===== src/rtl/audio_pkg.sv =====
// Shared definitions for the audio sample feeder: sample width,
// feeder state encoding and the PCM silence value.
package audio_pkg;

   localparam int SAMPLE_W = 16;

   // FILL: priming the buffer, requests answered with silence.
   // RUN : requests pop the buffer head.
   typedef enum logic {
      FILL = 1'b0,
      RUN  = 1'b1
   } feed_state_t;

   localparam logic [SAMPLE_W-1:0] PCM_ZERO = '0;

endpackage


===== src/rtl/sync_fifo.sv =====
// Small synchronous FIFO with an unregistered (combinational) head read.
// push/pop must already be qualified by the caller against full/empty.
module sync_fifo
   import audio_pkg::*;
#(
   parameter int DATA_W = SAMPLE_W,
   parameter int DEPTH  = 16,
   parameter int AW     = 4
) (
   input  logic              clk,
   input  logic              rst,
   input  logic [DATA_W-1:0] din,
   input  logic              push,
   input  logic              pop,
   output logic [DATA_W-1:0] dout,
   output logic [AW:0]       level,
   output logic              full,
   output logic              empty
);

   logic [DATA_W-1:0] r_mem [DEPTH];
   logic [AW-1:0]     r_wr_ptr;
   logic [AW-1:0]     r_rd_ptr;
   logic [AW:0]       r_level;

   // Sample storage; data path carries no reset.
   always_ff @(posedge clk) begin
      if (push) begin
         r_mem[r_wr_ptr] <= din;
      end
   end

   // Pointers wrap naturally because DEPTH is a power of two.
   always_ff @(posedge clk) begin
      if (rst) begin
         r_wr_ptr <= '0;
         r_rd_ptr <= '0;
         r_level  <= '0;
      end else begin
         if (push) begin
            r_wr_ptr <= r_wr_ptr + AW'(1);
         end
         if (pop) begin
            r_rd_ptr <= r_rd_ptr + AW'(1);
         end
         r_level <= r_level + (AW+1)'(push) - (AW+1)'(pop);
      end
   end

   assign dout  = r_mem[r_rd_ptr];
   assign level = r_level;
   assign full  = (r_level == (AW+1)'(DEPTH));
   assign empty = (r_level == '0);

endmodule


===== src/rtl/audio_sample_feeder.sv =====
// Sample buffer feeding the I2S DAC serializer. Buffers mixer samples,
// primes to PRIME_LEVEL before playing, answers each serializer request
// with the next sample and flags underruns stickily.
// Optional macro ATTEN_EN: arithmetic right-shift of each popped sample
// by the atten input; without it atten is ignored.
module audio_sample_feeder
   import audio_pkg::*;
#(
   parameter int DATA_W      = SAMPLE_W,
   parameter int DEPTH       = 16,
   parameter int AW          = 4,
   parameter int PRIME_LEVEL = 8
) (
   input  logic              clk_50m,
   input  logic              rst,
   input  logic [DATA_W-1:0] s_data,
   input  logic              s_valid,
   output logic              s_ready,
   input  logic              sample_req,
   output logic [DATA_W-1:0] wav_data,
   output logic [AW:0]       level,
   output logic              underrun,
   input  logic              underrun_clr,
   input  logic [3:0]        atten
);

   feed_state_t       r_state;
   logic [DATA_W-1:0] r_wav;
   logic              r_underrun;

   logic              w_push;
   logic              w_pop;
   logic              w_full;
   logic              w_empty;
   logic [DATA_W-1:0] w_head;
   logic [DATA_W-1:0] w_sample;
   logic [AW:0]       w_level;

`ifdef ATTEN_EN
   // Sign-preserving attenuation; a shift of 15 leaves only the sign.
   function automatic logic [DATA_W-1:0] apply_atten(input logic [DATA_W-1:0] w,
                                                     input logic [3:0]        sh);
      return DATA_W'($signed(w) >>> sh);
   endfunction

   assign w_sample = apply_atten(w_head, atten);
`else
   logic w_unused_atten;
   assign w_unused_atten = ^atten;
   assign w_sample       = w_head;
`endif

   // full is derived from the registered level, so s_ready is too.
   assign s_ready = !w_full;
   assign w_push  = s_valid && s_ready;
   assign w_pop   = sample_req && (r_state == RUN) && !w_empty;

   sync_fifo #(
      .DATA_W (DATA_W),
      .DEPTH  (DEPTH),
      .AW     (AW)
   ) u_fifo (
      .clk   (clk_50m),
      .rst   (rst),
      .din   (s_data),
      .push  (w_push),
      .pop   (w_pop),
      .dout  (w_head),
      .level (w_level),
      .full  (w_full),
      .empty (w_empty)
   );

   // Prime/refill FSM with registered output sample and sticky underrun.
   always_ff @(posedge clk_50m) begin
      if (rst) begin
         r_state    <= FILL;
         r_wav      <= DATA_W'(PCM_ZERO);
         r_underrun <= 1'b0;
      end else begin
         // Clear first so a same-cycle underrun below overrides it.
         if (underrun_clr) begin
            r_underrun <= 1'b0;
         end
         unique case (r_state)
            FILL: begin
               if (sample_req) begin
                  r_wav <= DATA_W'(PCM_ZERO);
               end
               if (w_level >= (AW+1)'(PRIME_LEVEL)) begin
                  r_state <= RUN;
               end
            end
            RUN: begin
               if (sample_req) begin
                  if (!w_empty) begin
                     r_wav <= w_sample;
                  end else begin
                     r_wav      <= DATA_W'(PCM_ZERO);
                     r_underrun <= 1'b1;
                     r_state    <= FILL;
                  end
               end
            end
            default: r_state <= FILL;
         endcase
      end
   end

   assign wav_data = r_wav;
   assign level    = w_level;
   assign underrun = r_underrun;

endmodule


===== config.mk =====
export PLATFORM = sky130hd
export DESIGN_NAME = audio_sample_feeder
export DESIGN_NICKNAME = d
export VERILOG_FILES = /design/src/rtl/audio_pkg.sv /design/src/rtl/sync_fifo.sv /design/src/rtl/audio_sample_feeder.sv
export SDC_FILE = /design/constraint.sdc
export NUM_CORES = 1
export LEC_CHECK = 0
export CAP_MARGIN = 20
export CORE_MARGIN = 2
export CORE_UTILIZATION = 50
export DETAILED_ROUTE_END_ITERATION = 12
export PLACE_DENSITY_LB_ADDON = 0.25
export SYNTH_ARGS = -nofsm -noshare
export SYNTH_HDL_FRONTEND = slang
export SYNTH_SLANG_ARGS = --single-unit

===== constraint.sdc =====
create_clock -name clk_50m -period 3.8 [get_ports clk_50m]
set_input_delay 0.57 -clock clk_50m [delete_from_list [all_inputs] [get_ports clk_50m]]
set_output_delay 0.57 -clock clk_50m [all_outputs]
set_load 0.02 [all_outputs]

==> Word level (Yosys, flattened, before mapping) <==
Memories as Yosys holds them, arrays and structs flattened. A register that Yosys moved wholly into a read port is not among the register bits.
Cells that the tools add are included.
{ "classes": {"n_addsub": 4, "reduce_logical": 7, "mux": 16, "n_lt_le_gt_ge": 1, "n_eq_ne": 3, "bitwise": 1} }
{ "op_table": {"columns": ["op", "count"], "rows": [
  ["2-to-1 mux 16 bit", 3],
  ["one-hot mux 16 bit (2 select lines)", 1],
  ["2-to-1 mux 1 bit", 9],
  ["adder 4 x 1 -> 4 bit, second input constant", 2],
  ["2-to-1 mux 4 bit", 2],
  ["adder 5 x 1 -> 5 bit", 1],
  ["== test 5 bit, second input constant", 1],
  [">= comparator 5 x 4 -> 1 bit, second input constant", 1],
  ["zero test 5 bit", 1],
  ["subtractor 5 x 1 -> 5 bit", 1],
  ["!= test 2 bit, second input constant", 2],
  ["logical AND 1 bit", 3],
  ["zero test 1 bit", 2],
  ["one-hot mux 1 bit (2 select lines)", 1],
  ["AND reduction 2 bit", 1],
  ["NOT 1 bit", 1]
]} }
{ "totals": {"mem_bits_rw": 256, "regBits": 31, "inputBits": 25, "n_memories": 1} }
{ "mem_list": {"columns": ["name", "depth", "word_bits", "read_ports", "rd_clocked_by_memory_dff", "write_ports", "line", "text"], "rows": [
  ["u_fifo.r_mem", 16, 16, 1, 1, 1, "sync_fifo.sv:21", "logic [DATA_W-1:0] r_mem [DEPTH];"]
]} }

==> Longest topological paths before layout <==
Gate-level depths: netlist of run 1.
{ "logic_depth": {"ltp_word": 5, "ltp_mapped": 12, "depth_no_buf": 12} }

==> By module <==
Synthesis of run 1 repeated with hierarchy kept, for this count alone.
{ "unflattened": {"hier_cells": 574, "hier_area_um2": 11307.1} }
{ "modules_own_cells": {"columns": ["mod", "instances", "area_each_um2", "cells_each"], "rows": [
  ["sync_fifo", 1, 10511.3, 492],
  ["audio_sample_feeder", 1, 795.8, 82]
]} }

==> Least setup slack after synthesis of run 1 <==
Ideal clock, no wire load.
{ "synth_timing": {"path_type": "reg2reg", "start": "register u_fifo.r_level[2] (netlist: u_fifo.level[2])", "end": "memory u_fifo.r_mem[0][0] (netlist name) (enable)", "t_arrival_ns": 2.685, "required_ns": 3.391, "period_less_slack_ns": 3.095, "stages_incl_launch_ff": 8, "setup_ns": 0.409, "slack_ns": 0.705, "path_cell_list": "dfxtp_1 -> inv_1 -> ha_1 -> nand4bb_1 -> and2_0 -> clkbuf_1 -> nand2_1 -> nor3_1"} }
{ "synth_via": {"elab_chain_cells": 5} }
{ "synth_rtl": {"columns": ["element", "line", "text"], "rows": [
  ["from (decl)", "sync_fifo.sv:24", "logic [AW:0] r_level;"],
  ["from (signal assigned)", "sync_fifo.sv:46", "r_level <= r_level + (AW+1)'(push) - (AW+1)'(pop);"],
  ["== test 5 bit", "sync_fifo.sv:52", "assign full = (r_level == (AW+1)'(DEPTH));"],
  ["zero test 1 bit", "audio_sample_feeder.sv:54", "assign s_ready = !w_full;"],
  ["named net s_ready", "audio_sample_feeder.sv:18", "output logic s_ready,"],
  ["logical AND 1 bit", "audio_sample_feeder.sv:55", "assign w_push = s_valid && s_ready;"],
  ["2-to-1 mux 1 bit", "sync_fifo.sv:28", "if (push) begin"],
  ["2-to-1 mux 1 bit (not written as such)", "sync_fifo.sv:29", "r_mem[r_wr_ptr] <= din;"],
  ["to (decl)", "sync_fifo.sv:21", null]
]} }
The timed path passes the listed nets, and every way through them passes these cells.

==> Worst setup path after layout of run 1 <==
{ "layout_timing": {"start": "register u_fifo.r_level[2] (netlist: u_fifo.level[2])", "end": "output port s_ready"} }
{ "layout_via": {"elab_chain_cells": 2} }
{ "layout_rtl": {"columns": ["element", "line"], "rows": [
  ["== test 5 bit", "sync_fifo.sv:52"],
  ["zero test 1 bit", "audio_sample_feeder.sv:54"],
  ["to (decl)", "audio_sample_feeder.sv:18"]
]} }
Every way passes these cells.

==> results of run 1 <==
path summary, 6_finish.rpt:
| kind | endpoint | cells past startpoint | startpoint | slack, ns |
|---|---|---|---|---|
| max | s_ready | 4 | u_fifo.level[2] | 1.13 |
| min | wav_data[1] | 2 | wav_data[1] | 0.47 |
| max reg2reg | u_fifo.r_mem[12][9] | 7 | u_fifo.level[2] | 1.19 |
| min reg2reg | wav_data[1] | 2 | wav_data[1] | 0.47 |
synth_stat cells (7+ instances only):
library cell,n
o221ai_1,16
edfxtp_1,256
nand2_1,26
mux2i_1,33
ha_1,12
buf_2,7
mux4_2,21
mux4_1,43
inv_1,10
nor2_1,30
dfxtp_1,35
worst max-delay path, stage by stage, from the launching register on:
cell             delay, ns
dfxtp_1               0.35
inv_1                 0.09
ha_1                  0.24
nand4bb_1             0.23
clkdlybuf4s50_1       0.66
logic make-up (layout without fill, tap and decap cells):
kind of cell / Yosys count / in the layout / synth area share (%)
compound gates: 25 / 25 / 1.69
fa+ha+maj: 13 / 13 / 1.50
simple gates: 78 / 78 / 3.12
xor+xnor: 9 / 9 / 0.695
mux: 97 / 97 / 17.0
flops: 291 / 291 / 74.0
buf+inv: 36 / 129 / 1.97
flip-flops by register name, indices dropped and copies added (netlist names), named ones only:
register	cells
r_state	1
u_fifo.level	5
u_fifo.r_rd_ptr	4
u_fifo.r_mem	256
wav_data	16
underrun	1
u_fifo.r_wr_ptr	4
power by group through the flow:
| stage | clock network (mW) | registers (mW) | logic (mW) |
|---|---|---|---|
| 2_1_floorplan | 0 | 3.80 | 0.736 |
| 3_3_place_gp | 0 | 3.81 | 1.01 |
| 3_5_place_dp | 0 | 3.82 | 1.04 |
| 4_1_cts | 2.70 | 3.76 | 1.04 |
| 5_1_grt | 2.84 | 3.77 | 1.11 |
| 6_report | 2.65 | 3.75 | 1.02 |
stage by stage:
| stage | hold WS (ns) | instance area, um2 | total power [mW] | setup WS (ns) | cells |
|---|---|---|---|---|---|
| 2_1_floorplan | 0.477 | 11300 | 4.53 | 0.705 | 549 |
| 3_3_place_gp | 0.446 | 12200 | 4.82 | 0.855 | 874 |
| 3_5_place_dp | 0.452 | 12200 | 4.86 | 0.799 | 874 |
| 4_1_cts | 0.468 | 13100 | 7.50 | 1.11 | 927 |
| 5_1_grt | 0.506 | 13100 | 7.72 | 0.989 | 927 |
| 6_report | 0.465 | 13100 | 7.42 | 1.13 | 927 |
metal layers:
| metal | up-vias | part of all wire (%) | global-route usage [%] |
|---|---|---|---|
| met2 | 172 | 50 | 31.4 |
| met4 | 0 | 2.7 | 6.35 |
| met1 | 2870 | 42 | 26.2 |
| met5 | - | 0 | 0 |
| met3 | 43 | 5.9 | 3.00 |
| li1 | 2395 | - | - |
area by class of cell:
type | instances | area [um2] | share of cell area, %
well taps | 285 | 357 | 2.73
clock buffers | 41 | 841 | 6.43
clock inverters | 12 | 60.1 | 0.459
flip-flops and latches | 291 | 8400 | 64.2
inverters | 10 | 37.5 | 0.287
multi-input cells | 222 | 2780 | 21.2
repair buffers | 66 | 616 | 4.70
==> results, run 1 <==
- Dividing total power by cell area gives a power density of 567 nW/um2.
- The internal power of the cells totals ~5.7 mW.
- The shortest period the worst path allows is 2.67 ns.
- Counting every instance in the synthesized netlist gives 549.
- Counting flops and latches in the post-synthesis netlist gives just under 300.
- The global-route total usage across every layer is 19.0%.
- For this run, design rule violations remaining after detail routing come to 0.
- The cell area after synthesis is 11,300 um2.
- After clock tree synthesis, the flow added hold-fix buffers numbering 0.
- The clock share of power is 35.7%.
- The run finished with clean final reports.
- The final net count is 658.
- The first global-routing pass estimated about 33,000 um of wire.
- The synthesized design spends more area on one cell type than any other, namely edfxtp_1.
- The launching element type of the critical path is a register.
- The maximum number of pins on one net before global-route repair is 65.
- After filler insertion, the fill cell instance count of the layout stands at ~1,600.
- The maximum buffer depth of the clock tree is 3.
- Setup violations remaining at the end of the flow were counted as 0.
- The detail route stage leaves a number of antenna-violating nets equal to 0.
- After clock tree synthesis, the clock-pin slew on the worst setup and hold paths is 0.06 ns.
- During synthesis, Yosys emitted a total of 0 warnings.
- Adding up every negative setup slack in the final design gives 0 ns.
- The top-level port count is 48.
- The effective utilization at floorplan is ~50%.
- The top cell types in the final layout, fill and taps aside, are 256 x edfxtp_1, 43 x mux4_1, 43 x clkdlybuf4s50_1.
- The overall via count from detail_route is 5,480.
- The count of buffers added on input and output ports is 43.
- Setup repair after global routing left no endpoint under its margin.
- Summing the sequential cell areas from Yosys gives between 70 and 80% of the chip area.
- Combinational cells account for 13.8% of the total power.
- Based on the critical path, the design can be clocked at up to ~370 MHz.
- The library cell used most frequently in the layout, excluding fill and tap cells, is edfxtp_1.
- Before antenna repair, the detailed router went through 4 iterations.
- The hold violation count in the final report is 0.
- The repair_antennas step left the layout with diodes totalling 0.
- The worst setup path is captured at a primary output.
- For this design, the sink count on the clock tree is 291.
- The number of DRC markers after the initial detailed-route iteration is between 400 and 500.
- The number of enable-type register cells in the synthesized netlist is 256.
- The fraction of power consumed by sequential logic is 50.5%.
- Measured along the y axis, the die boundary spans about 150 um.
- IR analysis of the VDD net gives a maximum drop of about 360 uV.
- In this run the tightest slew margin relative to its limit is 40.3%.
- The floorplan step defined a die boundary enclosing around 24,000 um2.
- The tool flagged a number of max-cap violations equal to 0.
- Summed over all nets, the switching power comes to approximately 1.7 mW.
- Net switching is between 20% and 30% of the power.
- The classification of the worst setup path is register to primary output.
- The number of antenna violations at the first check in global routing is 0.
- The net count after synthesis is 587.
- Routability-driven placement finished with a final weighted congestion of 0.714.
- In the final layout, the share of cells above drive strength 1 is 17.1%.
- The final routed wirelength across all metal layers is roughly 22,000 um.
- For the pin with the worst max-slew slack, the measured transition is 0.896 ns.
- The netlist uses 36 different library cells.
- After detailed routing, the average wire length per cell comes to 24.0 um.
- The number of H-tree levels is 1.
- The data arrival time of the critical path is 2.10 ns.
- The number of buffers inserted by post-CTS setup repair is 0.
- The layout overhead on the synthesized area is 15.4%.
- The clock latency on the worst-skew pair is around 0.54 ns.
- For the worst setup path, the data required time is 3.23 ns.
- The number of rows in the core area is 55.
- The average via count per standard cell is just under 6.
- The root buffer cell chosen for the clock tree is clkbuf_16.
- The HPWL after detailed placement is approximately 13,000 um.
- The share of synthesized area in the top cell type comes to 67.8%.
- The horizontal die dimension is 155 um.
- After global routing the overflow that remains totals 0.
- In the synthesized netlist the dominant register cell turns out to be edfxtp_1.
- In this run, post-CTS repair resized a total of 0 instances.
- In this run, CTS created clock tree buffers numbering 29.
- Along the worst path, the maximum fanout reaches 5.
- The TritonCTS clock tree is yes.
- The max-slew violation total from the final report is 0.
- The mean post-synth cell area is 20.7 um2.
- The placeable core region is 22,400 um2.
- Across the routed clock network, the largest skew measured is 0.0145 ns.
- The leakage power is between 4 and 5 nW.
- The tightest min-delay check is of the register to register type.
- After synthesis, the share of flip-flops with an asynchronous set or reset is 0%.
- After synthesis, the cell types taking the most area are edfxtp_1 68%, mux4_1 10%, dfxtp_1 6.2%, mux4_2 4.2%, mux2i_1 2.9%.
- The number of global-route vias before repair was 5,571.
- The final critical path takes up 70.2% of the cycle.
- The post-layout utilization of the core is 58.3%.
No activity file was read; power rests on OpenSTA's default activity.
==> inputs of run 2 (changes only) <==
==> constraint.sdc (replaced) <==
create_clock -name clk_50m -period 2.6 [get_ports clk_50m]
set_input_delay 0.39 -clock clk_50m [delete_from_list [all_inputs] [get_ports clk_50m]]
set_output_delay 0.39 -clock clk_50m [all_outputs]
set_load 0.02 [all_outputs]
==> results, run 2 (same netlist as run 1, synthesis figures left out) <==
- Setup violations remaining at the end of the flow were counted as 0.
- The ratio of cells with drive above 1 in the final layout is a little under a fifth.
- The final standard cell count with taps included and fillers excluded is 949.
- The part of the cycle the worst path needs is 92.1%.
- The routability-driven placement congestion ratio is 0.790.
- After clock tree synthesis, the clock-pin slew on the worst setup and hold paths is 0.06 ns.
- The library cell used most frequently in the layout, excluding fill and tap cells, is edfxtp_1.
- Data on the critical path arrives at its endpoint at 2.83 ns.
- The wire-length estimate of the detail-placed layout is 13,200 um.
- The overall via count from detail_route is 5,453.
- In this run the static leakage power is between 4 and 5 nW.
- The worst setup path is launched from a register.
- Global routing finished with a remaining overflow of 0.
- Setup repair after global routing left no endpoint under its margin.
- The final routed wirelength across all metal layers is 22,500 um.
- The number of antenna violations at the first check in global routing was 0.
- The register with the most flip-flops in the layout has 256 of them.
- STA puts the critical path data required time at 3.03 ns.
- Across the VDD grid, the largest voltage drop is 536 uV.
- The area of all placed cells without fillers is ~13,000 um2.
- After floorplanning, the core was sized to cover 22,400 um2.
- Leaving out fill and tap cells, the most frequent cells in the layout are 256 x edfxtp_1, 43 x mux4_1, 42 x clkdlybuf4s50_1.
- The filler cell count in the final layout is 1,618.
- The root buffer selected by CTS is clkbuf_16.
- The layout overhead on the synthesized area is 17.9%.
- The max-slew violation total from the final report came to 0.
- Summing all multi-input logic gate instances after layout gives approximately 2800 um2.
- The flow ran to the end, and the final reports show no timing, DRC or antenna violations.
- The clock period could shrink to 2.39 ns.
- The setup check on the worst reg-to-reg path leaves a slack of 0.21 ns.
- The worst min-delay path class is input port to register.
- The classification of the worst setup path is register to register.
- The worst slew margin relative to its limit is 63.7%.
- The fmax is around 420 MHz.
- The transition at the pin with the smallest max-transition slack is 0.543 ns.
- The first-pass iteration count of the detailed router is 7.
- The final net count is just under 700.
- The horizontal die dimension is 155 um.
- The clock latency on the worst-skew pair is 0.55 ns.
- The placed instance count is between 800 and 900.
- Entering global routing, the biggest net connects 28 pins.
- The number of global-route vias before repair is around 5,600.
- The detailed router finished its first iteration with 351 violations.
- The floorplan step defined a die boundary enclosing 23,900 um2.
- The number of max-capacitance violations reported is 0.
- For this run, design rule violations remaining after detail routing come to 0.
- The register area is 8390 um2.
- The worst setup path is captured at a register.
- The TritonCTS clock tree is yes.
- The total power per unit cell area is about 830 nW/um2.
- In this run the number of H-tree levels came out at 1.
- No sink is reached through more buffers than the 3 on the longest clock path.
- The number of rows in the core area is between 50 and 60.
- The antenna violation net count after detailed routing is 0.
- The initial utilization of the core area, before any placement, comes to 50.5%.
- Using the TritonRoute via totals, the vias-per-cell ratio works out to 5.75.
- For the final database, setup skew stands at 0.0104 ns.
- The count of buffers added on input and output ports is 43.
- The number of antenna cells inserted is 0.
- The number of clock sinks seen by CTS is 291.
- The number of buffers created by CTS is 30.
- The number of hold buffers added after CTS is 0.
- The first global-routing pass estimated 33,800 um of wire.
- The die extent in y is 155 um.
- The most flop-heavy register is u_fifo.r_mem.
- The tightest hold path in the finished design has a slack of 0.454 ns.
- In this run the count of I/O pins placed on the die edge is 48.
- The largest fanout on the critical path is 3.
- In the final routed layout, each cell accounts on average for 23.7 um.
- In this run the cell area measured after placement is around 12,000 um2.
- The global-route total usage across every layer is roughly a fifth.
- The hold violation count in the final report came to 0.
-- run 2: final cells by class --
cell class | count | area share, %
tap | 285 | 2.67
clock buffer | 44 | 6.54
timing repair buffer | 85 | 6.25
sequential | 291 | 62.8
multi-input combinational | 222 | 20.8
clock inverter | 12 | 0.674
inverter | 10 | 0.281
-- run 2: worst paths after layout --
path	cells past startpoint	to	startpoint
setup / recovery	12	u_fifo.level[4]	u_fifo.level[2]
hold / removal	4	underrun	underrun_clr
setup reg to reg	12	u_fifo.level[4]	u_fifo.level[2]
hold reg to reg	2	wav_data[4]	wav_data[4]
-- run 2: per-stage QoR --
step | power (mW) | utilization [%] | TNS [ns] | setup slack, ns
floorplan | 6.63 | - | -8.33 | -0.0684
global placement | 7.11 | 55.3 | 0 | 0.0282
detailed placement | 7.16 | 55.3 | -0.0129 | -0.0129
CTS | 11.3 | 59.6 | 0 | 0.0599
global route | 11.5 | 59.6 | 0 | 0.0361
finish | 11.1 | 59.6 | 0 | 0.205
-- run 2: critical path, stage by stage (launching register included) --
cell	delay, ns
dfxtp_1	0.36
inv_1	0.10
ha_1	0.24
nand4bb_1	0.13
nand2_1	0.11
xnor2_1	0.17
ha_1	0.19
inv_1	0.06
fa_1	0.41
nand2b_1	0.16
a21oi_1	0.17
or3_1	0.12
a21oi_1	0.06
-- run 2: what timing repair did --
item                                    in CTS  in global routing
endpoints found under the setup margin       0                  1
resized for setup                            0                  1
setup buffers                                0                  0
-- run 2: power breakdown --
part	leakage, nW	internal (mW)	switching (mW)
combinational	1.27	0.826	0.761
sequential	2.60	5.30	0.156
clock	0.476	2.42	1.68
total	4.34	8.54	2.60
-- run 2: per-layer routing --
layer | vias to the layer above | part of all wire (%) | global-route usage (%)
li1 | 2450 | - | -
met1 | 2827 | 42 | 26.0
met2 | 145 | 51 | 32.9
met3 | 31 | 5.0 | 3.00
met4 | 0 | 1.5 | 4.54
met5 | - | 0 | 0
